==> config.mk <==
export PLATFORM = sky130hd
export DESIGN_NAME = struct_rec_packer
export DESIGN_NICKNAME = d
export VERILOG_FILES = /design/src/rtl/struct_rec_packer_pkg.sv /design/src/rtl/struct_rec_packer.sv
export SDC_FILE = /design/constraint.sdc
export NUM_CORES = 1
export LEC_CHECK = 0
export BUFFER_PORTS_ARGS = -buffer_cell sky130_fd_sc_hd__buf_2
export CAP_MARGIN = 20
export CORE_AREA = 2 2 134 103
export DETAILED_ROUTE_END_ITERATION = 10
export DIE_AREA = 0 0 136 105
export GPL_TIMING_DRIVEN = 0
export PLACE_DENSITY = 0.61
export SYNTH_ARGS = -nofsm -noshare
export SYNTH_HDL_FRONTEND = slang
export SYNTH_SLANG_ARGS = --single-unit
==> constraint.sdc <==
create_clock -name clk -period 5.27 [get_ports clk]
set_clock_uncertainty 0.2 [all_clocks]
set_input_delay 0.527 -clock clk [delete_from_list [all_inputs] [get_ports clk]]
set_output_delay 0.527 -clock clk [all_outputs]
set_load 0.005 [all_outputs]
==> src/rtl/struct_rec_packer_pkg.sv <==
// Shared record definitions for the byte-stream record assembler and its consumers.
// Consumers import rec_t from here rather than redeclaring it.
package rec_pkg;

    localparam int N_A       = 6;
    localparam int REC_BYTES = N_A + 2;

    typedef struct packed {
        bit [N_A-1:0][7:0] a;
        bit [15:0]         b;
    } rec_t;

endpackage

==> src/rtl/struct_rec_packer.sv <==
// Assembles N_A+2 stream bytes (or a shorter frame closed by in_last) into a packed
// rec_t and holds it in a one-entry valid/ready output register.
module struct_rec_packer
    import rec_pkg::*;
#(
    parameter int N_A = rec_pkg::N_A
) (
    input  logic       clk,
    input  logic       rst,
    input  logic       in_valid,
    output logic       in_ready,
    input  logic [7:0] in_data,
    input  logic       in_last,
    output logic       out_valid,
    input  logic       out_ready,
    output rec_t       out_data,
    output logic       out_short,
    output logic [3:0] out_nbytes
);

    // The byte counter is 4 bits wide and rec_t is sized by the package.
    if (N_A + 2 > 15) begin : g_width_check
        $error("struct_rec_packer: N_A+2 must not exceed 15");
    end
    if (N_A != rec_pkg::N_A) begin : g_pkg_check
        $error("struct_rec_packer: N_A must match rec_pkg::N_A");
    end

    typedef enum logic [0:0] {FILL, HOLD} state_t;

    state_t     state;
    logic [3:0] cnt;
    rec_t       asm_buf;
    rec_t       filled;
    logic       accept;
    logic       consume;
    logic       closing;

    assign in_ready = !rst && ((state == FILL) || out_ready);
    assign accept   = in_valid && in_ready;
    assign consume  = out_valid && out_ready;
    assign closing  = accept && (in_last || (cnt == 4'(REC_BYTES - 1)));

    // The buffer is zero at frame start, so unfilled slots stay zero in a short record.
    always_comb begin
        filled = asm_buf;
        if (cnt == 4'd0) begin
            filled.b[15:8] = in_data;
        end else if (cnt == 4'd1) begin
            filled.b[7:0] = in_data;
        end else begin
            for (int k = 0; k < N_A; k++) begin
                if (cnt == 4'(k + 2)) begin
                    filled.a[k] = in_data;
                end
            end
        end
    end

    always_ff @(posedge clk) begin
        if (rst) begin
            state      <= FILL;
            cnt        <= 4'd0;
            asm_buf    <= '0;
            out_valid  <= 1'b0;
            out_data   <= '0;
            out_short  <= 1'b0;
            out_nbytes <= 4'd0;
        end else begin
            if (consume) begin
                state     <= FILL;
                out_valid <= 1'b0;
            end
            // A byte arriving while the held record is consumed starts the next frame.
            if (accept) begin
                if (closing) begin
                    asm_buf    <= '0;
                    cnt        <= 4'd0;
                    out_data   <= filled;
                    out_short  <= (cnt < 4'(REC_BYTES - 1));
                    out_nbytes <= cnt + 4'd1;
                    state      <= HOLD;
                    out_valid  <= 1'b1;
                end else begin
                    asm_buf <= filled;
                    cnt     <= cnt + 4'd1;
                end
            end
        end
    end

endmodule

== After elaboration in Yosys (flattened, before gate mapping) ==
Index checks and enable logic that the tools add are counted.
Cells by class
  add/sub/neg operators: 1
  $mul: 0
  div/mod/pow operators: 0
  $lt $le $gt $ge: 1
  equal/unequal tests: 7
  shift-type cells: 0
  multiplexer cells: 19
  bitwise gates (word level): 1
  reduce and logical (&&, ||, !) cells: 9
Operator list (count)
  $mux 48: 2
  $mux 8: 9
  $mux 64: 1
  $eq 4x3->1 const B: 4
  $eq 4x2->1 const B: 2
  $mux 1: 6
  $add 4x1->4 const B: 1
  $eq 4x1->1 const B: 1
  $logic_and 1x1->1: 4
  $logic_not 4->1: 1
  $lt 4x3->1 const B: 1
  $mux 4: 1
  $logic_or 1x1->1: 2
  $reduce_and 2->1: 1
  $logic_not 1->1: 1
  $not 1->1: 1
Storage, ports and cells
  register bits: 139
  latch bits: 0
  RAM bits: 0
  memory bits (read-only): 0
  input port bits: 13
  output and inout bits: 71
  logic and storage cells: 57
  memories: 0

== Logic depth before layout (Yosys ltp) ==
  word-level depth: 7
  gate-level depth with buffers: 8
  depth with buffers taken out: 6

== Worst setup path after synthesis ==
Ideal clock, no wire load.
  path type: input-to-output
  start: input rst
  end: output in_ready
  arrival: 1.296 ns
  required time: 4.543 ns
  slack: 3.247 ns
  cell stages on the path: 4
  path buffers: 3
  path through: buf_2 -> clkbuf_1 -> clkbuf_1 -> a21oi_1
On the way
  longest elaborated chain between the ends: 2
RTL lines
  from (decl): line struct_rec_packer.sv:9  | input logic rst,
  $logic_not 1->1: line struct_rec_packer.sv:39  | assign in_ready = !rst && ((state == FILL) || out_ready);
  $logic_and 1x1->1: line struct_rec_packer.sv:39
  to (decl): line struct_rec_packer.sv:11  | output logic in_ready,
Every way passes these cells.

== Final worst setup path ==
Same ends and word-level chain as after synthesis.

==> flow_metrics.tcl <==
set metrics [dict create \
    crit_start "rst" \
    wl_mm 17.8 \
    io_pins 84 \
    hpwlAfterDp_mm 12.0 \
    postCtsSetupBuffers 0 \
    n_antenna_cell 0 \
    most-common-layout-cells "139 x dfxtp_1, 91 x buf_2, 79 x nor2_1, 58 x nand2_1, 52 x inv_1" \
    wire_per_inst_um 19.2 \
    drive_gt1_frac 0.188 \
    netlist_area_sq_um 5720 \
    pre_cts_ws_ps 2660 \
    p_leak_nw 2.40 \
    gp_congestion 0.838 \
    ir_drop_mv 0.260 \
    core_sq_um 12900 \
    dr.pass1.iters 5 \
    hp-class "in2reg" \
    worstPathArrival_ps 1890 \
    synth-main-ff-cell "dfxtp_1" \
    synth-adder-area-share 0.00876 \
    clock_latency_ps 420 \
    die_x_um 136 \
    antenna_found_initial 0 \
    drv_slew 0 \
    vias_per_cell 5.76 \
    vias 5344 \
    grt_pass1_vias 4961 \
    grt_pass1_wl_mm 27.4 \
    placed_cell_area_sq_um 6300 \
    maxSlewHeadroom 0.347 \
    setup_slack_ps 2650 \
    cts_hold_buf 0 \
    nets 761 \
    worstReg2RegEnd "asm_buf[31]" \
    yosysWarnings 0 \
    run_status "finished, final reports clean" \
    rsz0062_at_grt "no" \
    drc_errors 0 \
    ant_nets 0 \
    grt_max_degree 17 \
    cp.required_ps 4540 \
    cts_root_buffer "clkbuf_16" \
    pwr_density_cell_nw_per_um2 364 \
    synthArstFlopShare 0 \
    die_area_sq_um 14300 \
    synth_compound_area_frac 0.210 \
    ys_types 37 \
    grt_use_total 0.251 \
    crit_type "in2out" \
    fin_crit_sh 0.497 \
    fp-row-count 36 \
    ys_seq_elements 139 \
    cts_tree "yes" \
    clk_pin_slew_ps 50 \
    cts_made_buffers 17 \
    syn_area_per_cell_sq_um 8.78 \
    hold_slack_ps 234 \
    final_area_sq_um 6910 \
    port_buffers 74 \
    seq_area_frac_synth 0.487 \
    finalPower_mw 2.51 \
    rr_worst_depth 7 \
    yosys.area_share.simple 0.173 \
    syn_inst 651 \
    cts_resized 0 \
    drv_cap 0 \
    critPathCaptureType "output port" \
    cts_htree_levels 4 \
    start_util 0.444 \
    setup_tns_ps 0 \
    max_freq_mhz 382 \
    finalSetupViolCount 0 \
    layout.filler_cells 1216 \
    synth_top_family_by_area "compound AO/OA/AOI/OAI gates" \
    synth.area.mux_share 0.0280 \
    endpoint "in_ready" \
    cp-start-kind "primary input" \
    final_common_cell "dfxtp_1" \
    clkSinkCount 139 \
    die_height_um 105 \
    worst_pin_slew_ps 979 \
    cts_buffer_depth 2 \
    path_max_fanout 10 \
    synth_xor_area_frac 0.00306 \
    syn_to_final_growth_pct 20.9 \
    drt-initial-drc-count 549 \
    finalCriticalPeriod_ps 2620 \
    hold_viol 0 \
    synth_edf_count 0 \
    grt_overflow 0 \
    syn_nets 668 \
    rr_startpoint "cnt[0]" \
    r2r_slack_ps 2730 \
]
worst min-delay path by stage:
stage,from,endpoint,slack [ps],depth (start not counted)
2_1_floorplan,asm_buf[56],asm_buf[56],230,1
3_3_place_gp,asm_buf[57],asm_buf[57],240,1
3_5_place_dp,asm_buf[61],asm_buf[61],250,1
4_1_cts,out_ready,state,230,4
5_1_grt,out_ready,state,250,4
6_report,out_ready,state,230,4
cell usage after synthesis (all sizes together), types with 2 or more instances:
library cell,number,area share
dfxtp,139,0.49
nor2,80,0.054
nand2,60,0.040
inv,52,0.034
o32ai,48,0.074
nand3,45,0.039
a311oi,40,0.061
buf,35,0.038
a21oi,32,0.029
clkbuf,27,0.018
a211oi,26,0.034
mux2i,16,0.028
nand4,13,0.014
o21ai,12,0.011
and2,8,0.0088
ha,4,0.0088
nor3,2,0.0026
power by group:
part,switching (mW),internal (mW),total [mW]
logic,0.128,0.0598,0.187
clock network,0.467,0.763,1.23
registers,0.0144,1.08,1.09
flip-flops by register name, indices dropped and copies added, names as in the netlist:
name / flops
out_nbytes: 4
state: 1
out_short: 1
asm_buf: 64
out_data: 64
cnt: 4
out_valid: 1
cells by family after synthesis:
family          count (synthesis)
compound gates                159
fa+ha+maj                       4
xor+xnor                        2
flops                         139
simple gates                  217
buf+inv                       114
mux                            16
cell type report:
type	instances	area [sq um]	area share
Multi-Input combinational cell	398	2420	0.350
Tap cell	171	214	0.0310
Inverter	52	195	0.0283
Sequential cell	139	2780	0.403
Clock inverter	8	108	0.0156
Clock buffer	24	502	0.0726
Timing Repair Buffer	74	370	0.0536
Buffer	62	319	0.0462
stage by stage:
step	utilization	cells
after floorplan	-	651
after detailed placement	0.489	896
after CTS	0.536	928
after global routing	0.536	928
after global placement	0.489	896
final	0.536	928
worst max-delay path, stage by stage:
cell and delay [ps]:
buf_2 180, clkbuf_1 520, clkbuf_1 450, a21oi_1 70, buf_2 150
metal layers:
metal  part of all wire  vias to the layer above  track usage
met3              0.075                       28       0.0611
met5                  0                        -            0
met2               0.44                      197        0.377
met1               0.46                     2586        0.350
li1                   -                     2533            -
met4              0.020                        0       0.0841
(Power assumes the default switching activity.)
